`src/rtl/falling_block.sv`:
```
// Falling-block producer for the stack catch interface: spawns one block at a time,
// drops it on a slow tick, and tracks score, misses and end of game.
module falling_block #(
  parameter int unsigned TICK_COUNT  = 200000,
  parameter int unsigned FALL_STEP   = 1,
  parameter int unsigned SPAWN_TICKS = 64,
  parameter int unsigned FLOOR_Y     = 480,
  parameter int unsigned PARK_X      = 1023,
  parameter int unsigned MAX_X       = 490,
  parameter int unsigned MISS_LIMIT  = 3,
  parameter int unsigned MAX_LEVELS  = 16
) (
  input  logic       clk,
  input  logic       rst,
  input  logic       pause,
  input  logic       collision,
  input  logic [9:0] height,
  output logic [9:0] fall_x,
  output logic [9:0] fall_y,
  output logic [1:0] fall_color,
  output logic       active,
  output logic [7:0] score,
  output logic [1:0] misses,
  output logic       game_over,
  output logic       win
);

  localparam int unsigned CW = (TICK_COUNT > 1) ? $clog2(TICK_COUNT) : 1;

  typedef enum logic [1:0] {S_WAIT, S_FALLING, S_DONE} state_t;

  state_t        state;
  logic [CW-1:0] tick_cnt;
  logic          tick;
  logic [15:0]   countdown;
  logic [15:0]   lfsr;
  logic [15:0]   lfsr_next;
  logic [8:0]    raw_x;
  logic [9:0]    spawn_x;
  logic [1:0]    spawn_color;
  logic [10:0]   y_next;

  assign tick = !pause && (tick_cnt == CW'(TICK_COUNT - 1));

  always_ff @(posedge clk or posedge rst) begin
    if (rst)
      tick_cnt <= '0;
    else if (!pause)
      tick_cnt <= tick ? '0 : tick_cnt + 1'b1;
  end

  // Taps 16,14,13,11; free-runs regardless of pause so spawns stay unpredictable.
  always_comb begin
    lfsr_next = {lfsr[14:0], lfsr[15] ^ lfsr[13] ^ lfsr[12] ^ lfsr[10]};
    if (lfsr_next == '0)
      lfsr_next = 16'hACE1;
  end

  always_ff @(posedge clk or posedge rst) begin
    if (rst)
      lfsr <= 16'hACE1;
    else
      lfsr <= lfsr_next;
  end

  always_comb begin
    raw_x       = lfsr[8:0];
    spawn_x     = (raw_x > 9'(MAX_X)) ? {1'b0, raw_x - 9'd256} : {1'b0, raw_x};
    spawn_color = (lfsr[10:9] == 2'b00) ? 2'b01 : lfsr[10:9];
    y_next      = {1'b0, fall_y} + 11'(FALL_STEP);
  end

  always_ff @(posedge clk or posedge rst) begin
    if (rst) begin
      state      <= S_WAIT;
      fall_x     <= 10'(PARK_X);
      fall_y     <= '0;
      fall_color <= '0;
      active     <= 1'b0;
      score      <= '0;
      misses     <= '0;
      game_over  <= 1'b0;
      win        <= 1'b0;
      countdown  <= 16'(SPAWN_TICKS);
    end else begin
      case (state)
        S_WAIT: begin
          if (height >= 10'(MAX_LEVELS)) begin
            state     <= S_DONE;
            game_over <= 1'b1;
            win       <= 1'b1;
          // Spawn on the tick that would take the countdown to zero.
          end else if (countdown == '0 || (tick && countdown == 16'd1)) begin
            state      <= S_FALLING;
            fall_y     <= '0;
            fall_x     <= spawn_x;
            fall_color <= spawn_color;
            active     <= 1'b1;
            countdown  <= '0;
          end else if (tick) begin
            countdown <= countdown - 16'd1;
          end
        end
        S_FALLING: begin
          if (collision) begin
            if (score != '1)
              score <= score + 8'd1;
            fall_x    <= 10'(PARK_X);
            active    <= 1'b0;
            countdown <= 16'(SPAWN_TICKS);
            state     <= S_WAIT;
          end else if (tick) begin
            if (y_next >= 11'(FLOOR_Y)) begin
              misses <= misses + 2'd1;
              fall_x <= 10'(PARK_X);
              active <= 1'b0;
              if (misses + 2'd1 == 2'(MISS_LIMIT)) begin
                state     <= S_DONE;
                game_over <= 1'b1;
              end else begin
                countdown <= 16'(SPAWN_TICKS);
                state     <= S_WAIT;
              end
            end else begin
              fall_y <= y_next[9:0];
            end
          end
        end
        S_DONE: begin
          game_over <= 1'b1;
          fall_x    <= 10'(PARK_X);
          active    <= 1'b0;
        end
        default: state <= S_WAIT;
      endcase
    end
  end

endmodule

```
`config.mk`:
```
export PLATFORM = sky130hd
export DESIGN_NAME = falling_block
export DESIGN_NICKNAME = d
export VERILOG_FILES = /design/src/rtl/falling_block.sv
export SDC_FILE = /design/constraint.sdc
export NUM_CORES = 1
export LEC_CHECK = 0
export CAP_MARGIN = 20
export CORE_UTILIZATION = 23
export DETAILED_ROUTE_END_ITERATION = 10
export GPL_TIMING_DRIVEN = 0
export MAX_ROUTING_LAYER = met4
export PLACE_DENSITY = 0.47
export SLEW_MARGIN = 20
export SYNTH_ARGS = -nofsm -noshare
export SYNTH_HDL_FRONTEND = slang
export SYNTH_SLANG_ARGS = --single-unit
```
`constraint.sdc`:
```
create_clock -name clk -period 3.2 [get_ports clk]
set_input_delay 0.8 -clock clk [delete_from_list [all_inputs] [get_ports clk]]
set_output_delay 0.8 -clock clk [all_outputs]
set_load 0.01 [all_outputs]
```
-- Yosys cells after proc, flatten, opt, wreduce, memory -nomap -nowiden
Cells that the tools add are included.
W data, S select, Z words.
- multipliers: 0
- $add $sub $neg: 6
- bitwise logic cells: 6
- shift operators: 0
- divide/modulo/power cells: 0
- equality and inequality tests: 19
- $lt $le $gt $ge: 3
- reductions and logical operators: 19
- muxes and demuxes: 43
- operator list (cell ; number):
    $mux W16 ; 8
    $mux W10 ; 10
    $logic_not A16 Y1 ; 2
    $pmux W16 S2 ; 1
    $pmux W10 S3 ; 1
    $pmux W10 S2 ; 1
    $add A18 B1 Y18 const B ; 1
    $eq A18 B18 Y1 const B ; 1
    $mux W18 ; 1
    $reduce_and A6 Y1 ; 3
    $eq A16 B1 Y1 const B ; 1
    $ne A2 B2 Y1 const B ; 8
    $sub A16 B1 Y16 const B ; 1
    $ne A3 B3 Y1 const B ; 5
    $mux W2 ; 7
    $add A10 B1 Y11 const B ; 1
    $ge A11 B9 Y1 const B ; 1
    $ge A10 B5 Y1 const B ; 1
    $mux W1 ; 10
    $gt A9 B9 Y1 const B ; 1
    $mux W9 ; 1
    $sub A9 B9 Y9 const B ; 1
    $add A8 B1 Y8 const B ; 1
    $ne A8 B8 Y1 const B ; 1
    other kinds (17) ; 27
- logic and storage cells: 108
- bits in writable memories: 0
- output and inout bits: 35
- memory bits (read-only): 0
- bits in latches: 0
- register bits after elaboration: 87
- memories kept: 0
- input bits: 14

-- Depth between registers and ports, before layout
Gate-level depths: netlist of the first run.
- word-level depth: 7
- mapped depth: 12
- mapped depth without buffers: 9

-- Worst setup path after synthesis of the first run
OpenSTA, ideal clock, no wires.
- path type: register -> register
- start point: reg countdown[0]
- end point: reg countdown[13]
- library setup time: 0.081 ns
- stages on the path, launching flop included: 8
- slack: 0.280 ns
- arrival: 2.839 ns
- clock period less this slack: 2.920 ns
- path buffers: 0
- required time: 3.119 ns
- cell sequence: dfrtp_1 or4_4 or3_4 or3_4 or4_1 or3_1 or4_1 o211ai_2
- word-level cells in the longest chain between the ends: 6
- elaborated cells between the ends (all ways): 11
- classes of those cells: add/sub (1); eq/ne (2); mux (4); reduce/logical (4)
- ends and longest elaborated chain (what ; line ; RTL):
    from (decl) ; 35 ; logic [15:0] countdown;
    from (signal assigned) ; 84 ; countdown <= 16'(SPAWN_TICKS);
    from (signal assigned) ; 101 ; countdown <= countdown - 16'd1;
    from (signal assigned) ; 110 ; countdown <= 16'(SPAWN_TICKS);
    branches (longest 6 deep; another with $sub A16 B1 Y16) ; n/a ;
Several ways; the timed one is not identified. The select of a mux whose other input is x is not followed.
A chain may end at the register's enable or synchronous reset.

-- Worst setup path in the final report of the first run
Same ends and word-level chain as after synthesis.

==> impl_metrics.env, run 1 <==
export IMPL_total_power_uw=3590
export IMPL_die_h_um=138
export IMPL_via_count=3328
export IMPL_dieWidth_um=138
export IMPL_gp_congestion=0.763
export IMPL_power_leakage_uw=0.00217
export IMPL_synth_main_ff_cell="dfrtp_1"
export IMPL_antenna_found_initial=0
export IMPL_grt_max_degree=49
export IMPL_crit_fanout=6
export IMPL_ys_ff_latch=87
export IMPL_slew_violations=0
export IMPL_holdCritPathClass="flop to flop"
export IMPL_yosysWarnings=0
export IMPL_cts_setup_buffers=0
export IMPL_syn_nets=444
export IMPL_design_core_area_um2=18000
export IMPL_drive_gt1_share_pct=12.3
export IMPL_synth_edf_count=0
export IMPL_grt_pass1_vias=3248
export IMPL_fmax_mhz=325
export IMPL_clk_pin_slew_worst_paths_ns=0.06
export IMPL_p_sw_uw=1130
export IMPL_worst_ep_required_time_ns=3.47
export IMPL_cts_made_buffers=9
export IMPL_p_per_area_nw_per_um2=676
export IMPL_utilization_pct=29.6
export IMPL_finalCritPeriodShare_pct=96.0
export IMPL_viasPerCell=4.71
export IMPL_diodes=0
export IMPL_netlist_area_um2=4230
export IMPL_cp_start_kind="flop"
export IMPL_p_clk_share_pct=30.6
export IMPL_arrival_ns=3.34
export IMPL_start_util_pct=23.5
export IMPL_grt_pass1_wl_um=16500
export IMPL_clock_skew_ns=0.00870
export IMPL_power_frac_comb_pct=27.1
export IMPL_clkLatencyLatePin_ns=0.35
export IMPL_cts_htree_levels=3
export IMPL_hold_violations=0
export IMPL_final_cell_mix="dfrtp_1 (68), clkdlybuf4s50_1 (44), nor2_1 (36)"
export IMPL_cts_resized=4
export IMPL_fin_crit_ns=3.07
export IMPL_row_count=49
export IMPL_routed_wl_um=9770
export IMPL_final_common_cell="dfrtp_1"
export IMPL_holdWs_ns=0.466
export IMPL_synth_cell_type_count=50
export IMPL_final_antenna_net_count=0
export IMPL_clockBufferDepth=2
export IMPL_drcViolationCount=0
export IMPL_yosysSeqAreaShare_pct=52.1
export IMPL_nets=498
export IMPL_crit_start="countdown[0]"
export IMPL_rsz0062_at_grt="no"
export IMPL_swShare_pct=31.4
export IMPL_synth_cells=420
export IMPL_setup_violations=0
export IMPL_track_usage_pct=11.7
export IMPL_die_area_um2=18900
export IMPL_cp_end_kind="flop"
export IMPL_relSlewSlack_pct=53.0
export IMPL_postCtsHoldBufs=0
export IMPL_max_cap_violations=0
export IMPL_peakVddDrop_uv=281
export IMPL_ios=49
export IMPL_crit_type="flop to flop"
export IMPL_power_frac_seq_pct=42.3
export IMPL_hold_start="fall_x[8]"
export IMPL_first_iter_violations=197
export IMPL_clock_sinks=87
export IMPL_io_buffer_count=44
export IMPL_async_flop_share_pct=100
export IMPL_syn2layout_area_growth_pct=25.7
export IMPL_clock_root_buffer="clkbuf_16"
export IMPL_synth_avg_cell_area_um2=10.1
export IMPL_internal_power_uw=2470
export IMPL_cts_tree="yes"
export IMPL_overflow=0
export IMPL_tightest_slew_ns=0.699
export IMPL_wl_per_cell_um=13.8
export IMPL_detail_route_first_pass_iterations=4
export IMPL_nFillCells=1876
export IMPL_dpl_hpwl_um=6980
export IMPL_reg2reg_from="countdown[0]"
export IMPL_status="completed"
## power by group through the flow
stage               logic (µW)  registers, µW  clock network (µW)
finish                     973           1520                1100
global route              1090           1550                1190
CTS                        979           1520                1140
detailed placement         973           1530                   0
global placement           941           1530                   0
floorplan                  606           1540                   0
## per-layer routing
layer,vias to the layer above,GRT usage (%),wire length (µm)
li1,1625,-,-
met2,49,16.8,4280
met3,9,3.20,380
met5,-,-,0
met1,1645,15.9,4990
met4,0,3.85,119
## area by class of cell
class	count	area, µm²	area share [%]
Clock buffer	10	229	4.31
Inverter	16	62.6	1.18
Clock inverter	5	75.1	1.41
Tap cell	229	287	5.39
Multi-Input combinational cell	296	1910	36.0
Buffer	19	78.8	1.48
Sequential cell	87	2200	41.4
Timing Repair Buffer	45	468	8.81
## kinds of logic after synthesis
kind of cell / Yosys count / share of synthesized area, %
buffers and inverters: 37 / 3.29
AO/OA/AOI/OAI: 98 / 15.0
AND/OR/NAND/NOR: 156 / 19.8
adder cells (fa/ha/maj): 10 / 2.96
XOR/XNOR: 26 / 5.39
multiplexers: 6 / 1.51
flip-flops: 87 / 52.1
## Yosys cell counts (all sizes together) (5+ instances only)
master | n | area (µm²)
nand3 | 13 | 65.1
nand2b | 10 | 62.6
clkbuf | 21 | 78.8
dfstp | 19 | 499
a21oi | 16 | 80.1
nand2 | 27 | 101
o31ai | 9 | 67.6
ha | 10 | 125
nor4 | 10 | 62.6
dfrtp | 68 | 1700
a21o | 5 | 37.5
nor3 | 9 | 45.0
nand4 | 13 | 81.3
nor2 | 37 | 139
o22a | 8 | 70.1
o41ai | 5 | 43.8
or4 | 5 | 41.3
and3 | 8 | 50.1
o21ai | 35 | 175
xor2 | 10 | 87.6
xnor2 | 16 | 140
a31oi | 5 | 31.3
inv | 16 | 60.1
## sequential cells by signal (all words and copies together) (netlist names)
| name | count |
|---|---|
| lfsr | 16 |
| fall_color | 2 |
| tick_cnt | 18 |
| fall_x | 10 |
| game_over | 1 |
| fall_y | 10 |
| state | 2 |
| win | 1 |
| active | 1 |
| misses | 2 |
| score | 8 |
| countdown | 16 |
## critical path, cell delays in order, from the launching register on
cell	delay [ns]
dfrtp_1	0.43
or4_4	0.57
or3_4	0.35
or3_4	0.37
or4_1	0.44
or3_1	0.34
or4_1	0.43
o211ai_2	0.07
## metrics by stage
stage	setup TNS (ns)	worst slack (ns)	cells	area, µm²
global route	0	0.00958	707	5310
floorplan	0	0.181	420	4230
global placement	-104.67	-1.26	693	4950
finish	0	0.127	707	5310
CTS	0	0.0262	707	5290
detailed placement	-14.27	-0.623	694	4980
## path summary, 6_finish.rpt
| kind | slack (ns) | depth (start not counted) | endpoint |
|---|---|---|---|
| max | 0.13 | 7 | countdown[13] |
| min | 0.47 | 2 | fall_x[8] |
| max reg2reg | 0.13 | 7 | countdown[13] |
| min reg2reg | 0.47 | 2 | fall_x[8] |
| max in group asynchronous | 1.68 | 3 | countdown[6] |
| min in group asynchronous | 0.85 | 2 | fall_color[1] |
Note: power is estimated with default switching activity, not from simulation.
==> run 2: changes to the inputs <==
CORE_UTILIZATION = 45   (was 23)
PLACE_DENSITY = 0.73   (was 0.47)
==> impl_metrics.env, run 2 (same netlist as run 1, synthesis figures left out) <==
export IMPL_die_h_um=98.9
export IMPL_slew_violations=0
export IMPL_drcViolationCount=0
export IMPL_dpl_hpwl_um=6160
export IMPL_regMostFlops="tick_cnt"
export IMPL_first_iter_violations=184
export IMPL_start_util_pct=46.2
export IMPL_drive_gt1_share_pct=12.5
export IMPL_clkLatencyLatePin_ns=0.36
export IMPL_dieWidth_um=98.9
export IMPL_gp_congestion=0.821
export IMPL_crit_chain="or4_4, or3_4, or3_4, or4_1, or3_1, or4_1, o211ai_2"
export IMPL_power_frac_seq_pct=46.1
export IMPL_overflow=0
export IMPL_crit_start="countdown[0]"
export IMPL_status="completed"
export IMPL_clock_skew_ns=0.0124
export IMPL_clock_sinks=87
export IMPL_final_cell_mix="dfrtp_1 (68), clkdlybuf4s50_1 (44), nor2_1 (36)"
export IMPL_arrival_ns=3.38
export IMPL_diodes=0
export IMPL_cts_made_buffers=9
export IMPL_antenna_found_initial=0
export IMPL_final_antenna_net_count=0
export IMPL_p_clk_share_pct=24.7
export IMPL_fmax_mhz=323
export IMPL_total_power_uw=3290
export IMPL_syn2layout_area_growth_pct=19.8
export IMPL_largest_register_ffs=18
export IMPL_p_sw_uw=1110
export IMPL_cts_tree="yes"
export IMPL_reg_top3="tick_cnt: 18 flops, countdown: 16 flops, lfsr: 16 flops"
export IMPL_rsz0062_at_grt="yes"
export IMPL_holdWs_ns=0.473
export IMPL_finalCritPeriodShare_pct=96.8
export IMPL_swShare_pct=33.8
export IMPL_worst_ep_required_time_ns=3.48
export IMPL_die_area_um2=9790
export IMPL_max_cap_violations=0
export IMPL_clk_pin_slew_worst_paths_ns=0.09
export IMPL_clock_root_buffer="clkbuf_8"
export IMPL_internal_power_uw=2180
export IMPL_fin_ws_ns=0.102
export IMPL_fin_crit_ns=3.10
export IMPL_viasPerCell=5.71
export IMPL_p_per_area_nw_per_um2=650
export IMPL_grt_max_degree=50
export IMPL_io_buffer_count=44
export IMPL_reg2reg_from="countdown[0]"
export IMPL_track_usage_pct=20.4
export IMPL_tightest_slew_ns=0.682
export IMPL_utilization_pct=55.4
export IMPL_hold_start="fall_x[8]"
export IMPL_clockBufferDepth=2
export IMPL_row_count=35
export IMPL_hold_violations=0
export IMPL_via_count=3366
export IMPL_slowest_stage="or4_4"
export IMPL_holdCritPathClass="flop to flop"
export IMPL_wl_per_cell_um=14.8
export IMPL_routed_wl_um=8710
export IMPL_nets=498
export IMPL_cts_htree_levels=3
export IMPL_grt_pass1_vias=3226
export IMPL_setup_violations=0
export IMPL_cp_start_kind="flop"
export IMPL_design_core_area_um2=9150
export IMPL_grt_pass1_wl_um=15500
export IMPL_power_frac_comb_pct=29.3
export IMPL_slowest_delay_ns=0.57
export IMPL_ios=49
export IMPL_cp_end_kind="flop"
export IMPL_peakVddDrop_uv=427
export IMPL_power_leakage_uw=0.00212
export IMPL_final_common_cell="dfrtp_1"
export IMPL_relSlewSlack_pct=54.1
export IMPL_detailedPlace_worstSlack_ns=-0.554
export IMPL_crit_fanout=6
export IMPL_detail_route_first_pass_iterations=5
export IMPL_crit_type="flop to flop"
-- run 2: final timing paths --
kind | end | slack, ns | depth (start not counted)
worst max-delay path | countdown[13] | 0.10 | 7
worst min-delay path | fall_x[8] | 0.47 | 2
worst max register to register | countdown[13] | 0.10 | 7
worst min register to register | fall_x[8] | 0.47 | 2
max in group asynchronous | lfsr[5] | 1.70 | 3
min in group asynchronous | misses[0] | 0.83 | 2
-- run 2: per-layer routing --
metal / vias to the layer above / part of all wire (%) / GRT usage [%]
met5: - / 0 / -
met4: 0 / 1.2 / 6.89
met3: 8 / 3.5 / 2.98
met2: 68 / 46 / 31.1
met1: 1655 / 49 / 28.0
li1: 1635 / - / -
-- run 2: area by class of cell --
| type | instances | area (µm²) |
|---|---|---|
| multi-input cells | 296 | 1910 |
| clock inverters | 6 | 75.1 |
| inverters | 16 | 62.6 |
| fillers | 797 | 4090 |
| flip-flops and latches | 87 | 2200 |
| repair buffers | 45 | 468 |
| clock buffers | 10 | 138 |
| plain buffers | 19 | 77.6 |
| well taps | 111 | 139 |
-- run 2: worst max-delay path: cells and delay by family, from the launching register on --
family          cells  cell delay [ns]
flops               1             0.44
compound gates      1             0.07
simple gates        6             2.50
-- run 2: power groups by stage --
stage	clock network [µW]	registers, µW	logic [µW]
after detailed placement	0	1530	960
after global placement	0	1520	918
final	812	1520	963
after floorplan	0	1540	606
after global routing	881	1550	1080
after CTS	833	1520	968
-- run 2: timing repair --
item / in CTS / in global routing
gates resized for setup: 5 / 8
setup endpoints to repair: 15 / 28
hold buffers: 0 / 0
setup buffers: 0 / 0
-- run 2: per-stage QoR --
stage / cells / area [µm²] / setup TNS (ns)
after global routing: 590 / 5070 / -0.00353
after floorplan: 420 / 4230 / 0
final: 590 / 5070 / 0
after detailed placement: 576 / 4840 / -11.46
after CTS: 592 / 5060 / 0
after global placement: 575 / 4810 / -91.24
